[src/rtl/fetch_pkg.sv]
// Shared types and default sizes for the instruction-fetch sequencer.
package fetch_pkg;

   localparam int unsigned AW           = 8;
   localparam int unsigned IW           = 16;
   localparam int unsigned QDEPTH_DEF   = 2;

   typedef enum logic [1:0] {
      ST_IDLE = 2'd0,
      ST_REQ  = 2'd1,
      ST_DROP = 2'd2
   } state_t;

   typedef struct packed {
      logic [AW-1:0] pc;
      logic [IW-1:0] data;
   } qentry_t;

endpackage

[src/rtl/fetch_queue.sv]
// Small synchronous FIFO holding fetched {pc, data} words for the decoder.
module fetch_queue
   import fetch_pkg::*;
#(
   parameter int unsigned DEPTH = QDEPTH_DEF
) (
   input  logic                     CLK,
   input  logic                     RESET,
   input  logic                     i_push,
   input  qentry_t                  i_entry,
   input  logic                     i_pop,
   input  logic                     i_flush,
   output logic                     o_valid,
   output qentry_t                  o_head,
   output logic [$clog2(DEPTH):0]   o_count
);

   localparam int unsigned PW = $clog2(DEPTH);
   localparam int unsigned CW = PW + 1;

   qentry_t          r_mem [DEPTH];
   logic [PW-1:0]    r_wr_ptr;
   logic [PW-1:0]    r_rd_ptr;
   logic [CW-1:0]    r_count;
   logic             w_push;
   logic             w_pop;

   assign w_pop  = i_pop  & (r_count != '0);
   assign w_push = i_push & (r_count != CW'(DEPTH));

   // Storage, pointers and occupancy; flush empties the queue in one edge.
   always_ff @(posedge CLK or negedge RESET) begin
      if (!RESET) begin
         r_wr_ptr <= '0;
         r_rd_ptr <= '0;
         r_count  <= '0;
         for (int i = 0; i < int'(DEPTH); i++) begin
            r_mem[i] <= '0;
         end
      end else if (i_flush) begin
         r_wr_ptr <= '0;
         r_rd_ptr <= '0;
         r_count  <= '0;
      end else begin
         if (w_push) begin
            r_mem[r_wr_ptr] <= i_entry;
            r_wr_ptr        <= r_wr_ptr + PW'(1);
         end
         if (w_pop) begin
            r_rd_ptr <= r_rd_ptr + PW'(1);
         end
         r_count <= r_count + CW'(w_push) - CW'(w_pop);
      end
   end

   assign o_valid = (r_count != '0);
   assign o_head  = r_mem[r_rd_ptr];
   assign o_count = r_count;

   // The sequencer only requests when there is room, so a full push is a design bug.
   a_no_push_full: assert property (@(posedge CLK) disable iff (!RESET)
      !(i_push && (r_count == CW'(DEPTH))));

endmodule

[src/rtl/fetch_seq.sv]
// Instruction-fetch sequencer: drives the PC register, issues single-outstanding
// instruction-memory reads and buffers returned words for the decoder.
module fetch_seq
   import fetch_pkg::*;
#(
   parameter int unsigned QDEPTH = QDEPTH_DEF
) (
   input  logic          CLK,
   input  logic          RESET,
   input  logic [AW-1:0] pc_cur,
   output logic [AW-1:0] pc_next,
   output logic          pc_load,
   output logic [AW-1:0] pc_target,
   input  logic          br_valid,
   input  logic [AW-1:0] br_target,
   output logic          imem_req,
   output logic [AW-1:0] imem_addr,
   input  logic          imem_gnt,
   input  logic          imem_rvalid,
   input  logic [IW-1:0] imem_rdata,
   output logic          inst_valid,
   output logic [IW-1:0] inst_data,
   output logic [AW-1:0] inst_pc,
   input  logic          inst_ready
);

   localparam int unsigned CW = $clog2(QDEPTH) + 1;

   state_t        r_state;
   state_t        w_state_nxt;
   logic [AW-1:0] r_req_pc;
   logic [AW-1:0] w_pc_next;
   logic          w_pc_load;
   logic [AW-1:0] w_pc_target;
   logic          w_req;
   logic [AW-1:0] w_addr;
   logic          w_push;
   logic          w_flush;
   logic          w_capture;
   logic          w_space;
   logic          w_outstanding;
   logic [CW-1:0] w_count;
   logic          w_q_valid;
   qentry_t       w_entry;
   qentry_t       w_head;

   assign w_outstanding = (r_state != ST_IDLE);
   assign w_space       = (32'(w_count) + 32'(w_outstanding)) < QDEPTH;

   // State register and address of the request in flight.
   always_ff @(posedge CLK or negedge RESET) begin
      if (!RESET) begin
         r_state  <= ST_IDLE;
         r_req_pc <= '0;
      end else begin
         r_state <= w_state_nxt;
         if (w_capture) begin
            r_req_pc <= pc_cur;
         end
      end
   end

   // Next state, PC mux and memory request; a redirect overrides everything.
   always_comb begin
      w_state_nxt = r_state;
      w_pc_next   = pc_cur;
      w_pc_load   = 1'b0;
      w_pc_target = '0;
      w_req       = 1'b0;
      w_addr      = '0;
      w_push      = 1'b0;
      w_flush     = 1'b0;
      w_capture   = 1'b0;
      if (br_valid) begin
         w_pc_load   = 1'b1;
         w_pc_target = br_target;
         w_pc_next   = br_target;
         w_flush     = 1'b1;
         case (r_state)
            ST_IDLE: w_state_nxt = ST_IDLE;
            ST_REQ:  w_state_nxt = imem_rvalid ? ST_IDLE : ST_DROP;
            ST_DROP: w_state_nxt = imem_rvalid ? ST_IDLE : ST_DROP;
            default: w_state_nxt = ST_IDLE;
         endcase
      end else begin
         case (r_state)
            ST_IDLE: begin
               if (w_space) begin
                  w_req  = 1'b1;
                  w_addr = pc_cur;
                  if (imem_gnt) begin
                     w_pc_next   = pc_cur + AW'(1);
                     w_capture   = 1'b1;
                     w_state_nxt = ST_REQ;
                  end
               end
            end
            ST_REQ: begin
               if (imem_rvalid) begin
                  w_push      = 1'b1;
                  w_state_nxt = ST_IDLE;
               end
            end
            ST_DROP: begin
               if (imem_rvalid) begin
                  w_state_nxt = ST_IDLE;
               end
            end
            default: w_state_nxt = ST_IDLE;
         endcase
      end
   end

   assign w_entry.pc   = r_req_pc;
   assign w_entry.data = imem_rdata;

   fetch_queue #(
      .DEPTH   (QDEPTH)
   ) u_queue (
      .CLK     (CLK),
      .RESET   (RESET),
      .i_push  (w_push),
      .i_entry (w_entry),
      .i_pop   (inst_ready),
      .i_flush (w_flush),
      .o_valid (w_q_valid),
      .o_head  (w_head),
      .o_count (w_count)
   );

   // Control outputs are forced low while reset is held.
   assign pc_next    = RESET ? w_pc_next   : '0;
   assign pc_load    = RESET & w_pc_load;
   assign pc_target  = RESET ? w_pc_target : '0;
   assign imem_req   = RESET & w_req;
   assign imem_addr  = RESET ? w_addr      : '0;
   assign inst_valid = w_q_valid;
   assign inst_data  = w_head.data;
   assign inst_pc    = w_head.pc;

endmodule

[config.mk]
export PLATFORM = sky130hd
export DESIGN_NAME = fetch_seq
export DESIGN_NICKNAME = d
export VERILOG_FILES = /design/src/rtl/fetch_pkg.sv /design/src/rtl/fetch_queue.sv /design/src/rtl/fetch_seq.sv
export SDC_FILE = /design/constraint.sdc
export NUM_CORES = 1
export LEC_CHECK = 0
export BUFFER_PORTS_ARGS = -buffer_cell sky130_fd_sc_hd__buf_4
export CAP_MARGIN = 25
export CELL_PAD_IN_SITES_DETAIL_PLACEMENT = 0
export CELL_PAD_IN_SITES_GLOBAL_PLACEMENT = 1
export CORE_ASPECT_RATIO = 0.75
export CORE_MARGIN = 2
export CORE_UTILIZATION = 35
export DETAILED_ROUTE_END_ITERATION = 10
export HOLD_SLACK_MARGIN = 0.05
export PLACE_DENSITY = 0.73
export SETUP_SLACK_MARGIN = 0.02
export SLEW_MARGIN = 20
export SYNTH_ARGS = -nofsm -noshare
export SYNTH_HDL_FRONTEND = slang
export SYNTH_SLANG_ARGS = --single-unit
export TNS_END_PERCENT = 5
[constraint.sdc]
create_clock -name CLK -period 2.69 [get_ports CLK]
set_clock_uncertainty 0.2 [all_clocks]
set_input_delay 0 -clock CLK [delete_from_list [all_inputs] [get_ports CLK]]
set_output_delay 0 -clock CLK [all_outputs]
set_load 0.02 [all_outputs]
Yosys cells after proc, flatten, opt, wreduce, memory -nomap -nowiden
Cells that the tools add are included.
W data, S select, Z words.
- logic and storage cells: 81
- register bits after elaboration: 62
- muxes and demuxes: 40
- reduce and logical (&&, ||, !) cells: 9
- magnitude comparators: 4
- eq/ne operators: 6
- $add $sub $neg: 6
- bitwise logic cells: 7
- operators with widths (kind ; number):
    $mux W24 ; 4
    $mux W8 ; 11
    $bwmux W48 ; 1
    $demux W24 S1 ; 1
    $mux W1 ; 15
    $mux W2 ; 7
    $add A8 B1 Y8 const B ; 1
    $reduce_bool A2 Y1 ; 4
    $ne A3 B3 Y1 const B ; 2
    $and A1 B1 Y1 ; 4
    $ge A2 B2 Y1 const B ; 2
    $not A1 Y2 ; 2
    $pmux W2 S2 ; 1
    $add A2 B1 Y3 ; 1
    $lt A3 B2 Y1 const B ; 1
    $ne A3 B1 Y1 const B ; 1
    $reduce_and A3 Y1 ; 1
    $add A1 B1 Y1 const B ; 2
    $add A2 B1 Y2 ; 1
    $eq A2 B1 Y1 const B ; 1
    $eq A2 B2 Y1 const B ; 1
    $logic_not A2 Y1 ; 1
    $lt A2 B1 Y1 const B ; 1
    $ne A2 B2 Y1 const B ; 1
    5 further kinds ; 5

Longest topological paths before layout
- depth in word-level cells: 7
- depth in mapped cells: 7
- depth with buffers taken out: 7

Cells and area by module
From an unflattened synthesis, not the netlist that was laid out.
- cells, all modules: 246
- area total of the unflattened synthesis: 3241.9 sq um
- by module, submodules not included (module ; times used ; cells each ; area an instance (sq um) ; sequential area each (sq um)):
    fetch_queue ; 1 ; 152 ; 2411.1 ; 1301.2
    fetch_seq ; 1 ; 94 ; 830.8 ; 250.2

Worst setup path before layout
OpenSTA, ideal clock, no wires.
- path kind: register -> register
- start: register r_state[1]
- end: register u_queue.r_mem[0] (netlist bit)
- stages on the path, launching flop included: 7
- data required time: 2.365 ns
- setup time: 0.125 ns
- setup slack: 0.751 ns
- clock period less this slack: 1.939 ns
- arrival time: 1.614 ns
- cells stage by stage: dfrtp_1 inv_1 ha_1 nand2_1 nor4b_4 buf_6 mux2_2
- longest elaborated chain between the ends: 5
- ends and longest elaborated chain (element ; line ; RTL):
    start: declaration ; fetch_seq.sv:29 ; state_t r_state;
    start signal: assignment ; fetch_seq.sv:56 ; r_state <= w_state_nxt;
    $eq A2 B1 Y1 ; fetch_seq.sv:86 ; case (r_state)
    $mux W1 ; fetch_seq.sv:86 ;
    $mux W1 ; fetch_seq.sv:74 ; if (br_valid) begin
    $and A1 B1 Y1 ; fetch_queue.sv:29 ; assign w_push = i_push & (r_count != CW'(DEPTH));
    $reduce_and A2 Y1 (no line) ; -- ;
    end signal: indexed assignment ; fetch_queue.sv:46 ; r_mem[r_wr_ptr] <= i_entry;
    end: declaration ; fetch_queue.sv:21 ; qentry_t r_mem [DEPTH];
Every way passes these cells.
A chain may end at the register's enable or synchronous reset.

Final worst setup path
- start: register r_state[0]
- end: output port imem_addr[2]
- longest elaborated chain between the ends: 7
- elaborated cells between the ends (all ways): 8
- classes of those cells: 1 x add/sub; 1 x order compare; 4 x mux; 2 x reduce/logical
- ends and longest elaborated chain (element ; line ; RTL):
    $reduce_bool A2 Y1 ; fetch_seq.sv:47 ; assign w_outstanding = (r_state != ST_IDLE);
    $add A2 B1 Y3 ; fetch_seq.sv:48 ; assign w_space = (32'(w_count) + 32'(w_outstanding)) < QDEPTH;
    $lt A3 B2 Y1 ; fetch_seq.sv:48 ;
    $mux W8 ; fetch_seq.sv:88 ; if (w_space) begin
    $mux W8 (*) ; fetch_seq.sv:86 ;
    $mux W8 (*) ; fetch_seq.sv:74 ;
    $mux W8 (*) ; fetch_seq.sv:136 ; assign imem_addr = RESET ? w_addr : '0;
    end: declaration ; fetch_seq.sv:17 ; output logic [AW-1:0] imem_addr,
Every way passes the cells marked *; elsewhere a longest branch is shown, timed or not.

==> out/metrics.csv <==
stage;metric;value;unit
run_status;status;completed;
timing;fin. max-slew vios;0;
detailed_routing;met3 wire length;297;µm
timing;crit path time final;2388;ps
detailed_routing;WL met1;3.606;mm
worst_setup_path;crit end category;output pin;
power;worst vdd ir;577.7;µV
synth;most numerous cell in the Yosys netlist;mux2_2;
worst_setup_path;CP startpoint kind;register;
synth;Syn Nets;290;
timing;Least-Margin Pin Slew;589.7;ps
floorplanning;Boundary Pins;89;
detailed_routing;WL met2;3.440;mm
finish;fin nets;413;
worst_setup_path;worst path cell trace;inv_1, ha_1, nand2b_1, nor3b_2, and2_1, buf_4;
detailed_routing;uppermost layer routed;met4;
clock_network;number of setup buffers added after CTS;0;
floorplanning;Die Y-Extent;86.69;µm
finish;diodes inserted;0;
finish;share of cells above drive strength 1;52.00;%
worst_setup_path;Arr. time, crit path;2190;ps
grt;antenna violations before repair;0;
placement;hpwl dp;4.944;mm
synth;syn_area_per_cell;12.92;µm²
grt;largest net degree at the start of global routing;33;
job;max cap viols;0;
synth;top cells by count, synth;79 x mux2_2, 62 x dfrtp_1, 10 x o21ai_0;
detailed_routing;DRC Markers;0;
detailed_routing;Vias/cell;4.889;
clock_network;CTS H-tree depth;3;
timing;TNS Setup;0;ps
synth;Yosys top cell by area;dfrtp_1;
timing;unrepaired setup endpoints after global routing;no;
synth;synthesized area;0.003191;mm²
detailed_routing;via count;2381;
detailed_routing;DR iter-0 viols;62;
worst_setup_path;reg2reg start;u_queue.o_count[1];
grt;total track usage;15.89;%
timing;Hold WS;154.0;ps
power;pwr/cell area;1015;mW/mm²
clock_network;CTS sink count;62;
placement;# port buffers;88;
grt;gr ovfl total;0;
synth;FF+latch count, synth;62;
synth;Distinct cells, synth;42;
floorplanning;Starting Density;35.56;%
synth;YS warnings;0;
synth;post-synthesis async set-or-reset flop share;100.0;%
worst_setup_path;CP peak stage delay;560;ps
floorplanning;row cnt;30;
worst_setup_path;Top delay family on crit path;simple AND/OR/NAND/NOR gates;
clock_network;clock slew at reported path FFs;50;ps
power;Tot Pwr;0.004643;W
synth;Synth top area share;48.63;%
worst_setup_path;WS Path Type;reg -> out;
synth;synth top area cells;dfrtp_1 49%, mux2_2 28%, ha_1 2.0%;
clock_network;Max clock buf depth;2;
clock_network;TritonCTS clock tree;built;
clock_network;Skew-Pair Late Insertion Delay;320;ps
worst_setup_path;Crit. Startpoint;r_state[0];
clock_network;Num CTS Buffers;9;
floorplanning;Core Area;0.008971;mm²
detailed_routing;antenna-violating nets left;0;
timing;final setup fails;0;
power;leakage power;2.190;nW
grt;first-pass GRT wire length;12.16;mm
timing;Final Hold Fails;0;
timing;relative slew slack;60.51;%
clock_network;root buf cell;clkbuf_16;
synth;Post-synth EDFFs;0;
synth;Syn Inst Count;247;
min_path;HP Class;in -> out;
synth;sequential area share after synthesis;48.63;%
worst_setup_path;critical path data required time;2490;ps
timing;fmax;0.4188;GHz
floorplanning;die span in x;114.2;µm
min_path;Hold Crit Start;br_target[3];
grt;vias in the first global route;2412;
floorplanning;DIE AREA;0.009903;mm²
worst_setup_path;Worst Path Buf+Inv;2;
finish;synthesis-to-layout area growth;43.37;%
worst_setup_path;maximum net fanout on the critical path;9;
worst_setup_path;Critical-path top delay cell;nor3b_2;
synth;Main synth FF type;dfrtp_1;
detailed_routing;routed len/inst;15.23;µm
finish;# fillers;806;
placement;GP Congestion;0.7726;
timing;fin crit share;88.77;%
detailed_routing;First-pass DRT Iterations;4;
detailed_routing;routed wire length;7.415;mm
placed cells by master (no fill, tap or decap), drive strengths merged, types with 4 or more instances in the layout:
cell	n
dlygate4sd3	31
o21ai	10
buf	93
ha	5
a21oi	5
inv	8
a31oi	4
or3	4
dfrtp	62
and3	8
clkinv	4
clkbuf	11
mux2	80
and2	9
path summary, 6_finish.rpt:
path                       cells after the start  slack [ps]           endpoint
max reg2reg                                    4         590   u_queue.r_mem[9]
min                                            3         150       pc_target[3]
max in group asynchronous                      3        1400  u_queue.r_mem[44]
min in group asynchronous                      3         160  u_queue.r_mem[21]
max                                            6         300       imem_addr[2]
min reg2reg                                    1         300         r_state[1]
metrics by stage:
step	setup slack, ps	cell area [µm²]	instances	util, %
6_report	302.0	4574	487	50.99
3_5_place_dp	576.9	3954	440	44.07
2_1_floorplan	751.4	3191	247	-
3_3_place_gp	620.3	3954	440	44.07
4_1_cts	263.3	4574	487	50.99
5_1_grt	61.11	4574	487	50.99
worst register-to-register path, stage by stage (launching register included):
cell and delay, ps:
dfrtp_1 530, nor2b_4 230, nor4b_4 240, buf_4 370, mux2_2 400
flip-flops by register name, summed over array words and instances, names as in the netlist:
register	cells
r_req_pc	8
r_state	2
u_queue.o_count	2
u_queue.r_mem	48
u_queue.r_rd_ptr	1
u_queue.r_wr_ptr	1
cell type report:
class	count	area [µm²]	area share, %
clock buffers	11	252.7	5.525
inverters	8	30.03	0.6565
well taps	112	140.1	3.063
multi-input cells	165	1534	33.53
flip-flops and latches	62	1551	33.92
clock inverters	5	57.56	1.258
repair buffers	124	1008	22.05
kinds of logic (layout without fill, tap and decap cells):
logic type      count (synthesis)  after routing  share of synthesized area, %
mux                            81             81                         28.55
flops                          62             62                         48.63
simple gates                   49             49                         11.53
compound gates                 25             25                         4.667
buf+inv                        20            148                         3.294
fa+ha+maj                       5              5                         1.961
xor+xnor                        5              5                         1.373
where the power goes:
group / switching (W) / leakage [nW] / internal (W)
Sequential: 0.000223 / 0.801 / 0.00131
Combinational: 0.000918 / 1.23 / 0.00103
Clock: 0.000400 / 0.155 / 0.000766
timing repair:
action,CTS,global route
hold buffers,31,0
gates resized for setup,0,0
hold endpoints to repair,108,0
metal layers:
metal  up-vias  GRT usage, %
met5         -             0
met4         0         4.989
met3         7         3.846
met2        53         25.16
met1      1177         21.69
li1       1144             -
(Power assumes the default switching activity.)
